--- config.mk ---
export PLATFORM = sky130hd
export DESIGN_NAME = decode_stage_flat
export DESIGN_NICKNAME = d
export VERILOG_FILES = /design/src/rtl/decode_stage_if.sv /design/src/rtl/decode_stage.sv /design/src/flat_wrapper.sv
export SDC_FILE = /design/constraint.sdc
export NUM_CORES = 1
export LEC_CHECK = 0
export BUFFER_PORTS_ARGS = -buffer_cell sky130_fd_sc_hd__buf_2
export CAP_MARGIN = 10
export CORE_UTILIZATION = 63
export CTS_BUF_LIST = sky130_fd_sc_hd__clkbuf_4 sky130_fd_sc_hd__clkbuf_8
export DETAILED_ROUTE_END_ITERATION = 6
export PLACE_DENSITY_LB_ADDON = 0.12
export SETUP_SLACK_MARGIN = 0.4
export SKIP_LAST_GASP = 1
export SYNTH_ARGS = -nofsm -noshare
export SYNTH_HDL_FRONTEND = slang
export SYNTH_SLANG_ARGS = --single-unit
--- constraint.sdc ---
create_clock -name clk -period 19.4 [get_ports clk]
set_clock_uncertainty 0.1 [all_clocks]
set_input_delay 3.88 -clock clk [delete_from_list [all_inputs] [get_ports clk]]
set_output_delay 3.88 -clock clk [all_outputs]
set_load 0.05 [all_outputs]
--- src/rtl/decode_stage_if.sv ---
// Fetch/writeback-to-decode bus and the ID/EX latch outputs of decode_stage.
// Suffixes are from the decode stage's point of view: the slave is the decoder.
interface decode_stage_if;
    logic [15:0] instr_i;
    logic [15:0] nextPc_i;
    logic        inValid_i;
    logic        stall_i;
    logic        flush_i;
    logic        wbEn_i;
    logic [2:0]  wbReg_i;
    logic [15:0] wbData_i;

    logic        outValid_o;
    logic [4:0]  outOpcode_o;
    logic [15:0] outPc_o;
    logic [15:0] outRsData_o;
    logic [15:0] outRtData_o;
    logic [15:0] outImm_o;
    logic [2:0]  outWrReg_o;
    logic        outWrEn_o;
    logic        haltOut_o;

    modport master (
        output instr_i, nextPc_i, inValid_i, stall_i, flush_i, wbEn_i, wbReg_i, wbData_i,
        input  outValid_o, outOpcode_o, outPc_o, outRsData_o, outRtData_o, outImm_o,
               outWrReg_o, outWrEn_o, haltOut_o
    );

    modport slave (
        input  instr_i, nextPc_i, inValid_i, stall_i, flush_i, wbEn_i, wbReg_i, wbData_i,
        output outValid_o, outOpcode_o, outPc_o, outRsData_o, outRtData_o, outImm_o,
               outWrReg_o, outWrEn_o, haltOut_o
    );
endinterface

--- src/rtl/decode_stage.sv ---
// Decode stage: 8x16 register file, instruction decode, ID/EX latch and sticky halt.
// Define RF_BYPASS_EN to forward a same-cycle writeback value to the register reads.
module decode_stage (
    input  logic          clk,
    input  logic          rst,
    decode_stage_if.slave dec
);
    localparam logic [4:0] OP_HALT = 5'b00000;
    localparam logic [4:0] OP_NOP  = 5'b00001;

    typedef struct packed {
        logic        valid;
        logic        wrEn;
        logic [4:0]  opcode;
        logic [15:0] pc;
        logic [15:0] rsData;
        logic [15:0] rtData;
        logic [15:0] imm;
        logic [2:0]  wrReg;
    } idex_t;

    logic [15:0] rf_q [8];
    logic [2:0]  rs;
    logic [2:0]  rt;
    logic [4:0]  opcode;
    logic [15:0] rsData;
    logic [15:0] rtData;
    logic [15:0] imm;
    logic [2:0]  rd;
    logic        decWrEn;
    logic        latchValid;
    idex_t       latch_q;
    idex_t       latch_d;
    logic        halt_q;
    logic        halt_d;

    assign rs     = dec.instr_i[10:8];
    assign rt     = dec.instr_i[7:5];
    assign opcode = dec.instr_i[15:11];

    // Writeback is independent of stall, flush and halt.
    always_ff @(posedge clk or posedge rst) begin
        if (rst) begin
            for (int i = 0; i < 8; i++) begin
                rf_q[i] <= '0;
            end
        end else if (dec.wbEn_i) begin
            rf_q[dec.wbReg_i] <= dec.wbData_i;
        end
    end

    always_comb begin
        rsData = rf_q[rs];
        rtData = rf_q[rt];
`ifdef RF_BYPASS_EN
        if (dec.wbEn_i && (dec.wbReg_i == rs)) rsData = dec.wbData_i;
        if (dec.wbEn_i && (dec.wbReg_i == rt)) rtData = dec.wbData_i;
`endif
    end

    always_comb begin
        imm = '0;
        rd  = '0;
        unique case (dec.instr_i[15:14])
            2'b00: imm = {{5{dec.instr_i[10]}}, dec.instr_i[10:0]};
            2'b01: begin
                imm = {{11{dec.instr_i[4]}}, dec.instr_i[4:0]};
                rd  = dec.instr_i[7:5];
            end
            2'b10: rd = dec.instr_i[4:2];
            default: begin
                imm = {{8{dec.instr_i[7]}}, dec.instr_i[7:0]};
                rd  = dec.instr_i[10:8];
            end
        endcase
        decWrEn = (dec.instr_i[15:14] != 2'b00) && (opcode != OP_HALT) && (opcode != OP_NOP);
    end

    // Stall holds everything; flush only kills valid/wrEn and leaves the fields stale.
    always_comb begin
        latch_d    = latch_q;
        halt_d     = halt_q;
        latchValid = dec.inValid_i & ~halt_q;
        if (!dec.stall_i) begin
            if (dec.flush_i) begin
                latch_d.valid = 1'b0;
                latch_d.wrEn  = 1'b0;
            end else begin
                latch_d.valid  = latchValid;
                latch_d.wrEn   = latchValid & decWrEn;
                latch_d.opcode = opcode;
                latch_d.pc     = dec.nextPc_i;
                latch_d.rsData = rsData;
                latch_d.rtData = rtData;
                latch_d.imm    = imm;
                latch_d.wrReg  = rd;
                halt_d         = halt_q | (latchValid & (opcode == OP_HALT));
            end
        end
    end

    always_ff @(posedge clk or posedge rst) begin
        if (rst) begin
            latch_q <= '0;
            halt_q  <= 1'b0;
        end else begin
            latch_q <= latch_d;
            halt_q  <= halt_d;
        end
    end

    assign dec.outValid_o  = latch_q.valid;
    assign dec.outWrEn_o   = latch_q.wrEn;
    assign dec.outOpcode_o = latch_q.opcode;
    assign dec.outPc_o     = latch_q.pc;
    assign dec.outRsData_o = latch_q.rsData;
    assign dec.outRtData_o = latch_q.rtData;
    assign dec.outImm_o    = latch_q.imm;
    assign dec.outWrReg_o  = latch_q.wrReg;
    assign dec.haltOut_o   = halt_q;
endmodule

--- src/flat_wrapper.sv ---
// flat-port wrapper written by rule: the top's interface ports become plain ports
module decode_stage_flat 
  (clk, rst, dec_instr_i, dec_nextPc_i, dec_inValid_i, dec_stall_i, dec_flush_i, dec_wbEn_i, dec_wbReg_i, dec_wbData_i, dec_outValid_o, dec_outOpcode_o, dec_outPc_o, dec_outRsData_o, dec_outRtData_o, dec_outImm_o, dec_outWrReg_o, dec_outWrEn_o, dec_haltOut_o);
  decode_stage_if dec_i ();
  input  logic clk;
  input  logic rst;
  input wire logic [$bits(dec_i.instr_i)-1:0] dec_instr_i;
  input wire logic [$bits(dec_i.nextPc_i)-1:0] dec_nextPc_i;
  input wire logic [$bits(dec_i.inValid_i)-1:0] dec_inValid_i;
  input wire logic [$bits(dec_i.stall_i)-1:0] dec_stall_i;
  input wire logic [$bits(dec_i.flush_i)-1:0] dec_flush_i;
  input wire logic [$bits(dec_i.wbEn_i)-1:0] dec_wbEn_i;
  input wire logic [$bits(dec_i.wbReg_i)-1:0] dec_wbReg_i;
  input wire logic [$bits(dec_i.wbData_i)-1:0] dec_wbData_i;
  output wire logic [$bits(dec_i.outValid_o)-1:0] dec_outValid_o;
  output wire logic [$bits(dec_i.outOpcode_o)-1:0] dec_outOpcode_o;
  output wire logic [$bits(dec_i.outPc_o)-1:0] dec_outPc_o;
  output wire logic [$bits(dec_i.outRsData_o)-1:0] dec_outRsData_o;
  output wire logic [$bits(dec_i.outRtData_o)-1:0] dec_outRtData_o;
  output wire logic [$bits(dec_i.outImm_o)-1:0] dec_outImm_o;
  output wire logic [$bits(dec_i.outWrReg_o)-1:0] dec_outWrReg_o;
  output wire logic [$bits(dec_i.outWrEn_o)-1:0] dec_outWrEn_o;
  output wire logic [$bits(dec_i.haltOut_o)-1:0] dec_haltOut_o;
  assign dec_i.instr_i = dec_instr_i;
  assign dec_i.nextPc_i = dec_nextPc_i;
  assign dec_i.inValid_i = dec_inValid_i;
  assign dec_i.stall_i = dec_stall_i;
  assign dec_i.flush_i = dec_flush_i;
  assign dec_i.wbEn_i = dec_wbEn_i;
  assign dec_i.wbReg_i = dec_wbReg_i;
  assign dec_i.wbData_i = dec_wbData_i;
  assign dec_outValid_o = dec_i.outValid_o;
  assign dec_outOpcode_o = dec_i.outOpcode_o;
  assign dec_outPc_o = dec_i.outPc_o;
  assign dec_outRsData_o = dec_i.outRsData_o;
  assign dec_outRtData_o = dec_i.outRtData_o;
  assign dec_outImm_o = dec_i.outImm_o;
  assign dec_outWrReg_o = dec_i.outWrReg_o;
  assign dec_outWrEn_o = dec_i.outWrEn_o;
  assign dec_haltOut_o = dec_i.haltOut_o;
  decode_stage u_core (.clk(clk), .rst(rst), .dec(dec_i));
endmodule
==> metrics <==
status finished, final reports clean; Synth area leaders dfrtp_1 (51%), mux2_2 (21%), mux2i_1 (6.6%); DIE AREA 0.0160 mm2; number of setup violations in the final report 0; Rel. slew slack 24.2%; total power divided by cell area 107 mW/mm2; CP Buf/Inv Count 1; DR iter-0 viols 385; post-synth top area cell dfrtp_1; syn_nets 835; hpwl dp 13700 um; Layout Utilization 70.9%; IO Pins 132; worst slack at placement 13580 ps; latest clock arrival within the worst-skew pair 460 ps; Mapped Area 0.00976 mm2; Worst Hold Class flip-flop to flip-flop; vias per cell 6.26; EDFF count, synth 0; total gr overflow 0; routed vias 6709; Initial Util 64.5%; area grow syn2layout 9.97%; Pins Over Slew Limit 0; initial antenna violation count 0; die width 126 um; main flop type after synthesis dfrtp_1; Static Leak 5.05 nW; TritonCTS clock tree done; Die Y-Extent 126 um; slowest CP cell nor3b_4; WP data arrival 5590 ps; VDD IR-drop max 53.0 uV; final hold violation count 0; WS Path Type input port to flip-flop; CTS resizes 0; Startpoint Class input port; DR pass1 iterations 4; num rows 45; RSZ-0062 raised after global routing no; fmax 0.187 GHz; root buf cell clkbuf_8; first-pass GRT wire length 36300 um; critical-path cell list buf_2 -> nand2b_4 -> nor3b_4 -> mux2_2; antenna cell count 0; final WL 22500 um; Yosys cell types 31; TNS Setup 0 ps; most frequent cell after synthesis dfrtp_1; Syn Area/Cell 12.6 um2; Crit path max-delay family simple AND/OR/NAND/NOR gates; total global-route track usage 29.7%; worst path setup slack after routing 14070 ps; Port Buffers 131; CTS HTree Levels 4; CP max FO 16; minimum clock period 5330 ps; Max-Cap Viols 0; post-synthesis sequential area ratio 50.7%; # nets final 929; largest net degree at the start of global routing 130; share of cells above drive strength 1 42.8%; CTS Buf Count 17; Core Region 0.0151 mm2; Slew @ Worst Pin 1140 ps; Hold Buf Count CTS 0; wire per inst 21.0 um; clock sinks 198; worst stage delay on the critical path 940 ps; Setup Buffers After CTS 0; GPL Wtd Cong 0.774; post-synthesis register bit count 198; Async S/R FF share, synth 100%; clk buf depth 2; crit share post-route 27.5%; synth warn 0; synth cell count leaders dfrtp_1 (198), mux2_2 (186), nand2_1 (106), mux2i_1 (64), a22o_1 (37); post-route ant nets 0; CP Capture Type flip-flop; Worst-path clk slew 100 ps; Layout fillers 1080; # DRC 0; vias in the first global route 6880; Syn Inst Count 778; post-synth top area share 50.7%; Worst Path Required 19650 ps
## cell type report
| cell class | instances | area (um2) | area share, % |
|---|---|---|---|
| Clock buffer | 18 | 248 | 2.31 |
| Clock inverter | 12 | 155 | 1.44 |
| Inverter | 1 | 11.3 | 0.105 |
| Multi-Input combinational cell | 519 | 4450 | 41.4 |
| Sequential cell | 198 | 4950 | 46.1 |
| Tap cell | 188 | 235 | 2.19 |
| Timing Repair Buffer | 135 | 686 | 6.39 |
## layout by cell type, fill, tap and decap left out, drive strengths merged, types with 4 or more instances in the layout
cell type / count
clkinvlp: 5
o31ai: 33
dfrtp: 198
a221oi: 4
clkbuf: 18
mux2i: 64
nor2: 17
buf: 135
mux2: 198
a22o: 37
nand2: 106
a21oi: 6
o22ai: 32
nor3b: 4
## logic make-up (layout without fill, tap and decap cells)
family / count (synthesis) / in the layout / synth area share, %
compound gates: 116 / 116 / 8.82
buf+inv: 61 / 166 / 3.86
flops: 198 / 198 / 50.7
mux: 262 / 262 / 29.8
simple gates: 141 / 141 / 6.80
## worst paths after layout
path                                            from                    endpoint  slack, ps  depth (start not counted)
min                        u_core.dec.outOpcode_o[4]   u_core.dec.outOpcode_o[4]        380                          2
max                                   dec_wbReg_i[1]            u_core.rf_q[108]      14070                          4
max in group asynchronous                        rst   u_core.dec.outRsData_o[7]      14260                          3
min in group asynchronous                        rst       u_core.dec.outPc_o[2]       3500                          2
max reg2reg                          u_core.rf_q[44]  u_core.dec.outRtData_o[12]      18190                          3
min reg2reg                u_core.dec.outOpcode_o[4]   u_core.dec.outOpcode_o[4]        380                          2
## state kept, by name (all words and copies together), names as in the netlist, 3 cells and up
| register | flops |
|---|---|
| u_core.rf_q | 128 |
| u_core.dec.outImm_o | 11 |
| u_core.dec.outRtData_o | 16 |
| u_core.dec.outWrReg_o | 3 |
| u_core.dec.outPc_o | 16 |
| u_core.dec.outOpcode_o | 5 |
| u_core.dec.outRsData_o | 16 |
## metal layers
metal,share of wire [%],track usage [%],wire length (um),vias up
met3,4.7,4.09,1070,35
met1,44,39.2,9800,3423
met5,0,0,0,-
met2,50,50.8,11300,228
li1,-,-,-,3023
met4,1.6,10.2,368,0
## report_power, final
part / internal, mW / switching [mW]
sequential: 0.495 / 0.0575
combinational: 0.136 / 0.194
clock: 0.129 / 0.142
## tightest hold or removal path, delay by kind of cell (launching register included)
| kind | cells | cell delay, ps |
|---|---|---|
| flip-flops | 1 | 350 |
| AND/OR/NAND/NOR | 2 | 100 |
## metrics by stage
step / std cells / total power [mW] / area [um2] / hold WS (ps)
detailed placement: 1041 / 0.888 / 10300 / 358
floorplan: 778 / 0.808 / 9760 / 379
global placement: 1041 / 0.868 / 10300 / 352
global route: 1071 / 1.21 / 10700 / 400
finish: 1071 / 1.15 / 10700 / 378
CTS: 1071 / 1.16 / 10700 / 382
Note: power is estimated with default switching activity, not from simulation.
